[src/rtl/cpu_ctrl_fsm_if.sv]
// cpu_ctrl_fsm_if: bus bundle between the control sequencer and the rest
// of the core (instruction memory, data memory, datapath).
//   master : the sequencer (drives requests, strobes and selects)
//   slave  : memories/datapath (drive ins, acks and the ALU zero flag)
interface cpu_ctrl_fsm_if;
    // memory / datapath -> sequencer
    logic [15:0] ins;
    logic        imem_ack;
    logic        dmem_ack;
    logic        alu_zero;
    // sequencer -> memory / datapath
    logic        imem_req;
    logic        dmem_req;
    logic        dmem_we;
    logic        ir_load;
    logic        pc_en;
    logic        pc_src_br;
    logic        alu_src_imm;
    logic [1:0]  alu_op;
    logic        reg_we;
    logic        wb_sel_mem;
    logic        halted;
    logic        fault;
    logic [1:0]  fault_code;

    modport master (
        input  ins, imem_ack, dmem_ack, alu_zero,
        output imem_req, dmem_req, dmem_we, ir_load, pc_en, pc_src_br,
               alu_src_imm, alu_op, reg_we, wb_sel_mem, halted, fault,
               fault_code
    );

    modport slave (
        output ins, imem_ack, dmem_ack, alu_zero,
        input  imem_req, dmem_req, dmem_we, ir_load, pc_en, pc_src_br,
               alu_src_imm, alu_op, reg_we, wb_sel_mem, halted, fault,
               fault_code
    );
endinterface

[src/rtl/cpu_ctrl_fsm.sv]
// cpu_ctrl_fsm: multi-cycle control sequencer for the 16-bit core.
// FETCH -> DECODE -> EXEC -> [MEM] -> [WB] -> FETCH, with HALTED and FAULT
// as terminal states left only through reset. A wait counter watches the
// imem/dmem handshakes and raises a sticky bus-timeout fault.
// Ports:
//   clk    : system clock, rising edge
//   rst_n  : asynchronous active-low reset
//   bus    : cpu_ctrl_fsm_if.master (fetch/data handshakes, datapath
//            selects, status halted/fault/fault_code)
// Parameters:
//   TIMEOUT : wait cycles allowed on an unacknowledged request (1..255)
//   CNT_W   : wait counter width, 2**CNT_W > TIMEOUT
module cpu_ctrl_fsm #(
    parameter int TIMEOUT = 15,
    parameter int CNT_W   = 8
) (
    input  logic           clk,
    input  logic           rst_n,
    cpu_ctrl_fsm_if.master bus
);

    typedef enum logic [2:0] {
        S_FETCH, S_DECODE, S_EXEC, S_MEM, S_WB, S_HALTED, S_FAULT
    } state_e;

    localparam logic [3:0] OP_LOAD  = 4'b0000;
    localparam logic [3:0] OP_ALUI  = 4'b0001;
    localparam logic [3:0] OP_BEQ   = 4'b0010;
    localparam logic [3:0] OP_RTYPE = 4'b0011;
    localparam logic [3:0] OP_STORE = 4'b1000;
    localparam logic [3:0] OP_HALT  = 4'b1111;

    // The wait cycle in which the counter would reach TIMEOUT is the last
    // one tolerated; an ack arriving in that same cycle still wins.
    localparam logic [CNT_W-1:0] CNT_LAST = CNT_W'(TIMEOUT - 1);

    state_e           state_q;
    logic [3:0]       opcode_q;
    logic [CNT_W-1:0] cnt_q;
    logic [1:0]       fault_code_q;

    logic legal;
    always_comb begin
        case (opcode_q)
            OP_LOAD, OP_ALUI, OP_BEQ, OP_RTYPE, OP_STORE, OP_HALT: legal = 1'b1;
            default:                                               legal = 1'b0;
        endcase
    end

    // Sequencer state, latched opcode, wait counter and fault code.
    // The counter is cleared on every state change.
    always_ff @(posedge clk or negedge rst_n) begin
        if (!rst_n) begin
            state_q      <= S_FETCH;
            opcode_q     <= 4'b0000;
            cnt_q        <= '0;
            fault_code_q <= 2'b00;
        end else begin
            case (state_q)
                S_FETCH: begin
                    if (bus.imem_ack) begin
                        opcode_q <= bus.ins[15:12];
                        state_q  <= S_DECODE;
                        cnt_q    <= '0;
                    end else if (cnt_q == CNT_LAST) begin
                        state_q      <= S_FAULT;
                        fault_code_q <= 2'b10;
                        cnt_q        <= '0;
                    end else begin
                        cnt_q <= cnt_q + 1'b1;
                    end
                end
                S_DECODE: begin
                    cnt_q <= '0;
                    if (!legal) begin
                        state_q      <= S_FAULT;
                        fault_code_q <= 2'b01;
                    end else if (opcode_q == OP_HALT) begin
                        state_q <= S_HALTED;
                    end else begin
                        state_q <= S_EXEC;
                    end
                end
                S_EXEC: begin
                    cnt_q <= '0;
                    case (opcode_q)
                        OP_LOAD, OP_STORE: state_q <= S_MEM;
                        OP_ALUI, OP_RTYPE: state_q <= S_WB;
                        default:           state_q <= S_FETCH;
                    endcase
                end
                S_MEM: begin
                    if (bus.dmem_ack) begin
                        state_q <= (opcode_q == OP_LOAD) ? S_WB : S_FETCH;
                        cnt_q   <= '0;
                    end else if (cnt_q == CNT_LAST) begin
                        state_q      <= S_FAULT;
                        fault_code_q <= 2'b11;
                        cnt_q        <= '0;
                    end else begin
                        cnt_q <= cnt_q + 1'b1;
                    end
                end
                S_WB: begin
                    cnt_q   <= '0;
                    state_q <= S_FETCH;
                end
                default: begin
                    // HALTED / FAULT: held until reset
                    cnt_q <= '0;
                end
            endcase
        end
    end

    // Output decode from {state, opcode}. The FETCH request and strobes are
    // gated by rst_n because reset parks the state in FETCH, and all
    // outputs must read 0 while reset is asserted.
    always_comb begin
        bus.imem_req    = 1'b0;
        bus.dmem_req    = 1'b0;
        bus.dmem_we     = 1'b0;
        bus.ir_load     = 1'b0;
        bus.pc_en       = 1'b0;
        bus.pc_src_br   = 1'b0;
        bus.alu_src_imm = 1'b0;
        bus.alu_op      = 2'b00;
        bus.reg_we      = 1'b0;
        bus.wb_sel_mem  = 1'b0;
        bus.halted      = 1'b0;
        bus.fault       = 1'b0;
        bus.fault_code  = 2'b00;
        case (state_q)
            S_FETCH: begin
                bus.imem_req = rst_n;
                if (rst_n && bus.imem_ack) begin
                    bus.ir_load = 1'b1;
                    bus.pc_en   = 1'b1;
                end
            end
            S_EXEC: begin
                case (opcode_q)
                    OP_RTYPE: bus.alu_op = 2'b10;
                    OP_BEQ: begin
                        bus.alu_op = 2'b01;
                        if (bus.alu_zero) begin
                            bus.pc_en     = 1'b1;
                            bus.pc_src_br = 1'b1;
                        end
                    end
                    default: bus.alu_src_imm = 1'b1;  // LOAD/STORE/ALUI
                endcase
            end
            S_MEM: begin
                bus.dmem_req    = 1'b1;
                bus.dmem_we     = (opcode_q == OP_STORE);
                bus.alu_src_imm = 1'b1;  // keep the address stable
            end
            S_WB: begin
                bus.reg_we     = 1'b1;
                bus.wb_sel_mem = (opcode_q == OP_LOAD);
            end
            S_HALTED: bus.halted = 1'b1;
            S_FAULT: begin
                bus.fault      = 1'b1;
                bus.fault_code = fault_code_q;
            end
            default: ;
        endcase
    end

endmodule

[src/flat_wrapper.sv]
// flat-port wrapper written by rule: the top's interface ports become plain ports
module cpu_ctrl_fsm_flat 
#(
    parameter int TIMEOUT = 15,
    parameter int CNT_W   = 8
)
  (clk, rst_n, bus_ins, bus_imem_ack, bus_dmem_ack, bus_alu_zero, bus_imem_req, bus_dmem_req, bus_dmem_we, bus_ir_load, bus_pc_en, bus_pc_src_br, bus_alu_src_imm, bus_alu_op, bus_reg_we, bus_wb_sel_mem, bus_halted, bus_fault, bus_fault_code);
  cpu_ctrl_fsm_if bus_i ();
  input  logic clk;
  input  logic rst_n;
  input wire logic [$bits(bus_i.ins)-1:0] bus_ins;
  input wire logic [$bits(bus_i.imem_ack)-1:0] bus_imem_ack;
  input wire logic [$bits(bus_i.dmem_ack)-1:0] bus_dmem_ack;
  input wire logic [$bits(bus_i.alu_zero)-1:0] bus_alu_zero;
  output wire logic [$bits(bus_i.imem_req)-1:0] bus_imem_req;
  output wire logic [$bits(bus_i.dmem_req)-1:0] bus_dmem_req;
  output wire logic [$bits(bus_i.dmem_we)-1:0] bus_dmem_we;
  output wire logic [$bits(bus_i.ir_load)-1:0] bus_ir_load;
  output wire logic [$bits(bus_i.pc_en)-1:0] bus_pc_en;
  output wire logic [$bits(bus_i.pc_src_br)-1:0] bus_pc_src_br;
  output wire logic [$bits(bus_i.alu_src_imm)-1:0] bus_alu_src_imm;
  output wire logic [$bits(bus_i.alu_op)-1:0] bus_alu_op;
  output wire logic [$bits(bus_i.reg_we)-1:0] bus_reg_we;
  output wire logic [$bits(bus_i.wb_sel_mem)-1:0] bus_wb_sel_mem;
  output wire logic [$bits(bus_i.halted)-1:0] bus_halted;
  output wire logic [$bits(bus_i.fault)-1:0] bus_fault;
  output wire logic [$bits(bus_i.fault_code)-1:0] bus_fault_code;
  assign bus_i.ins = bus_ins;
  assign bus_i.imem_ack = bus_imem_ack;
  assign bus_i.dmem_ack = bus_dmem_ack;
  assign bus_i.alu_zero = bus_alu_zero;
  assign bus_imem_req = bus_i.imem_req;
  assign bus_dmem_req = bus_i.dmem_req;
  assign bus_dmem_we = bus_i.dmem_we;
  assign bus_ir_load = bus_i.ir_load;
  assign bus_pc_en = bus_i.pc_en;
  assign bus_pc_src_br = bus_i.pc_src_br;
  assign bus_alu_src_imm = bus_i.alu_src_imm;
  assign bus_alu_op = bus_i.alu_op;
  assign bus_reg_we = bus_i.reg_we;
  assign bus_wb_sel_mem = bus_i.wb_sel_mem;
  assign bus_halted = bus_i.halted;
  assign bus_fault = bus_i.fault;
  assign bus_fault_code = bus_i.fault_code;
  cpu_ctrl_fsm #(.TIMEOUT(TIMEOUT), .CNT_W(CNT_W)) u_core (.clk(clk), .rst_n(rst_n), .bus(bus_i));
endmodule
[config.mk]
export PLATFORM = sky130hd
export DESIGN_NAME = cpu_ctrl_fsm_flat
export DESIGN_NICKNAME = d
export VERILOG_FILES = /design/src/rtl/cpu_ctrl_fsm_if.sv /design/src/rtl/cpu_ctrl_fsm.sv /design/src/flat_wrapper.sv
export SDC_FILE = /design/constraint.sdc
export NUM_CORES = 1
export LEC_CHECK = 0
export CAP_MARGIN = 5
export CORE_MARGIN = 3
export CORE_UTILIZATION = 44
export DETAILED_ROUTE_END_ITERATION = 7
export GPL_TIMING_DRIVEN = 0
export PLACE_DENSITY = 0.79
export RECOVER_POWER = 100
export SYNTH_ARGS = -nofsm -noshare
export SYNTH_HDL_FRONTEND = slang
export SYNTH_SLANG_ARGS = --single-unit
[constraint.sdc]
create_clock -name clk -period 2.6 [get_ports clk]
set_clock_uncertainty 0.15 [all_clocks]
set_input_delay 0.52 -clock clk [delete_from_list [all_inputs] [get_ports clk]]
set_output_delay 0.52 -clock clk [all_outputs]
set_load 0.05 [all_outputs]
# --- Word level (Yosys, flattened, before mapping) ---
# Cells that the tools add are included.
totals:
  register_bits: 17
  latch_bits: 0
  input_bits: 21
  out_inout_bits: 15
  mem_count: 0
  romBits: 0
  mem_bits_rw: 0
classes:
  n_mul: 0
  div: 0
  addsub: 1
  n_eq_ne: 17
  muxes: 37
  n_lt_le_gt_ge: 0
  n_bitwise: 0
  shift: 0
  reduce_logical: 11
op_table:
  columns: ["operator", "count"]
  rows:
  - ["8-bit two-way mux", 3]
  - ["3-bit two-way mux", 6]
  - ["8-bit case mux with 2 select lines", 1]
  - ["3-bit case mux with 5 select lines", 1]
  - ["1-bit two-way mux", 14]
  - ["2-bit two-way mux", 7]
  - ["3-bit == test, second input constant", 3]
  - ["8-bit by 1-bit adder with 8-bit output, second input constant", 1]
  - ["4-bit by 2-bit == test with 1-bit output, second input constant", 2]
  - ["4-bit == test, second input constant", 2]
  - ["8-bit by 4-bit == test with 1-bit output, second input constant", 1]
  - ["3-bit by 2-bit == test with 1-bit output, second input constant", 2]
  - ["2-bit != test, second input constant", 3]
  - ["2-bit case mux with 3 select lines", 1]
  - ["3-bit case mux with 2 select lines", 1]
  - ["6-bit AND reduction", 1]
  - ["2-bit OR reduction", 3]
  - ["6-bit OR reduction", 1]
  - ["5-bit nonzero test", 1]
  - ["4-bit by 1-bit == test with 1-bit output, second input constant", 1]
  - ["4-bit logical NOT", 1]
  - ["2-bit by 1-bit != test with 1-bit output, second input constant", 2]
  - ["1-bit case mux with 2 select lines", 2]
  - ["2-bit case mux with 2 select lines", 1]
  - ["other kinds (5)", 5]

# --- Longest topological paths before layout ---
depth:
  depth_word: 5
  ltp_mapped: 6

# --- Worst setup path after synthesis ---
# Ideal clock, no wire load.
synth_path:
  path_kind: "register to output"
  from: "register u_core.state_q[1]"
  to: "output bus_pc_src_br"
  path_buffers: 1
  stages_incl_launch_ff: 5
  setup_slack_ns: -1.005
  arrival_time_ns: 2.935
  required_time_ns: 1.930
  cell_sequence: "dfrtp_1 > clkbuf_1 > nand2b_1 > nor4_1 > and2_1"
synth_via:
  elab_chain_len: 2
synth_lines:
  columns: ["item", "line", "text"]
  rows:
  - ["start: declaration", "cpu_ctrl_fsm.sv:37", "state_e state_q;"]
  - ["start signal: assignment", "cpu_ctrl_fsm.sv:94", "state_q <= (opcode_q == OP_LOAD) ? S_WB : S_FETCH;"]
  - ["3-bit by 2-bit == test with 1-bit output", "cpu_ctrl_fsm.sv:133", "case (state_q)"]
  - ["1-bit two-way mux", "cpu_ctrl_fsm.sv:133", null]
  - ["end: declaration", "flat_wrapper.sv:20", "output wire logic [$bits(bus_i.pc_src_br)-1:0] bus_pc_src_br;"]
# Every way passes these cells.

# --- Worst setup path after layout ---
layout_path:
  from: "register u_core.state_q[0]"
  to: "output bus_dmem_we"
layout_via:
  elab_chain_len: 2
layout_lines:
  columns: ["item", "line", "text"]
  rows:
  - ["3-bit by 2-bit == test with 1-bit output", "cpu_ctrl_fsm.sv:133", null]
  - ["1-bit two-way mux", "cpu_ctrl_fsm.sv:133", null]
  - ["end: declaration", "flat_wrapper.sv:17", "output wire logic [$bits(bus_i.dmem_we)-1:0] bus_dmem_we;"]
# Every way passes these cells.

==> results.ini <==
[place]
dp_hpwl_um=1710
placed_area_sq_um=1280
io_buffers=23
gp_congestion=0.901
placed_cells=158

[synth]
netlist_area_sq_um=995
synthMuxAreaShare_pct=4.53
synth.top_cell.area_share_pct=42.8
dominantRegCellSynth=dfrtp_1
ys_seq_area_share_pct=42.8
synth_edf_count=0
synth_fp_nets=131
yosys_register_bits=17
synth_fa_ha_area_share_pct=2.52
yosysUniqueCellTypes=33
ys.warnings.count=0
synth_compound_gate_area_share_pct=13.1
synth-simple-area-share_pct=28.1
async_flop_share_pct=100
synth-xor-area-share_pct=5.28
syn_inst=108
yosysTopAreaCell=dfrtp_1
synth_area_per_cell_sq_um=9.21
synth_top_family_by_area=simple AND/OR/NAND/NOR gates
synth_area_leaders=dfrtp_1 43%, nor2_1 4.9%, mux2_2 4.5%

[critical_path]
ff2ff_path_depth=6
critPathLaunchType=flip-flop
worstPathArrival_ns=1.87
crit_path_end_kind=primary output
path_cells=clkbuf_4 -> inv_1 -> nor2_2 -> and4_2 -> clkdlybuf4s18_2
max_stage_delay_ns=0.48
worstReg2RegEnd=u_core.state_q[2]
crit_type=flip-flop to primary output
r2r_start=u_core.cnt_q[0]
crit_fanout=10
required_ns=1.93
slowest_stage=dfrtp_1
rrSetupSlack_ns=0.57

[global_route]
grt_usage_pct=17.3
grt_pass1_vias=872
antenna_found_initial=0
grt_max_degree=20
grt_overflow=0
grt_pass1_wl_um=3710

[pwr]
p_leak_uw=0.000586
p_total_uw=1190
vdd_ir_drop_max_v=0.000569
powerDensity_nw_per_um2=923

[layout]
stdcell_count=161
multi_input_area_sq_um=567
register_area_sq_um=427
drive_above_1_share_pct=23.1
n_antenna_cell=0
layout_common_cells=16 x dfrtp_1, 11 x nor2_1, 7 x inv_1, 7 x nand2_1, 6 x clkdlybuf4s50_1
syn_to_final_growth_pct=29.8
fill_cells=192
layout.cells.most_common=dfrtp_1
stdcell_area_sq_um=1290
nNetsFinal=158

[die]
io_pins=36
die-area_sq_um=2870
initial_utilization_pct=48.7
dieWidth_um=53.5
rows=16
core_area_sq_um=2040
die_y_um=53.5

[clock_network]
cts_hold_buf=0
htreeDepth=1
worstSkewPairLatency_ns=0.28
clk_pin_slew_ns=0.10
cts_sinks=17
cts_made_buffers=3
cts_tree=done
cts-root-buf=clkbuf_4
cts_max_path_buffers=2

[timing]
worstMarginPinSlew_ns=0.584
min_period_over_period_pct=97.8
max_slew_margin_pct=60.1
rsz0062_at_grt=true
setup_viol=0
fmax_ghz=0.393
hold_viol_final=0
slew_violations=0
min_period_ns=2.54

[routing]
met3_length_um=185
wl_um=2250
avgRoutedWirePerCell_um=14.0
vias=941
highest_layer=met4
wl_met2_um=1060
drt_iter0_drc=35
drtAntennaViolNets=0
drt-vias-per-instance=5.84
drc_errors=0
drt-met1-wl_um=985
firstDrtPassIters=4

[worst_hold_path]
min_path_type=input port to async pin

[status]
status=finished clean

[job]
cap_violations=0

## routing by layer
| layer | track usage (%) | vias to the layer above |
|---|---|---|
| met1 | 24.0 | 451 |
| met3 | 3.88 | 4 |
| met5 | 0 | - |
| met4 | 3.83 | 0 |
| met2 | 27.6 | 44 |
| li1 | - | 442 |
## synth_stat cells (2+ instances only)
cell type and number:
a221oi_1 2, a31o_2 2, a31oi_1 3, and2_1 5, and3_1 5, and4_1 2, clkbuf_1 3, dfrtp_1 17
ha_1 2, inv_1 7, mux2_2 4, nand2_1 7, nand2b_1 3, nand3_1 2, nand4_1 2, nor2_1 13
nor3_1 2, nor4_1 5, o21ai_0 4, xor2_1 5
## area by class of cell
class,count,area share [%]
repair buffers,23,15.5
flip-flops and latches,17,33.0
inverters,7,2.03
multi-input cells,81,43.9
well taps,27,2.62
clock buffers,4,2.03
plain buffers,2,0.872
## state kept, by name, indices dropped and copies added (netlist names)
register             flops
u_core.fault_code_q      2
u_core.opcode_q          4
u_core.state_q           3
u_core.cnt_q             8
## worst max path at each step
stage | to | slack, ns | from
final | bus_dmem_we | 0.06 | u_core.state_q[0]
after global routing | bus_dmem_we | -0.01 | u_core.state_q[0]
after CTS | bus_ir_load | 0.01 | u_core.state_q[2]
after detailed placement | bus_pc_en | -0.83 | rst_n
after global placement | bus_pc_en | -0.78 | rst_n
after floorplan | bus_pc_src_br | -0.03 | u_core.state_q[1]
## power by group
group | internal (uW) | total (uW) | switching, uW | leakage (uW)
combinational | 214 | 616 | 402 | 0.000353
clock | 59.5 | 139 | 79.8 | 0.0000150
sequential | 333 | 436 | 104 | 0.000217
## critical path: cells and delay by family (launching register included)
family                 cells  cell delay, ns
AND/OR/NAND/NOR            2            0.35
flip-flops                 1            0.48
buffers and inverters      3            0.75
## through the flow
step | TNS, ns | worst slack, ns | util, % | hold WS [ns]
floorplan | -0.0294 | -0.0294 | - | 0.0744
global placement | -3.87 | -0.780 | 62.9 | 0.348
detailed placement | -3.72 | -0.830 | 62.9 | 0.349
CTS | 0 | 0.00990 | 64.1 | 0.125
global route | -0.0110 | -0.00968 | 63.2 | 0.129
finish | 0 | 0.0564 | 63.2 | 0.105
## kinds of logic after synthesis
family	Yosys count
xor gates and xnor gates	6
DFF	17
buffers and inverters	10
muxes	4
and+or+nand+nor	51
adders and majority gates	2
AOI/OAI and AO/OA	18
## repair_timing
| action | CTS | global route |
|---|---|---|
| gates resized for setup | 33 | 18 |
| buffers inserted | 0 | 0 |
| endpoints found under the setup margin | 15 | 14 |
| pin swaps | 0 | 0 |
Power figures use the tool's default switching activity.
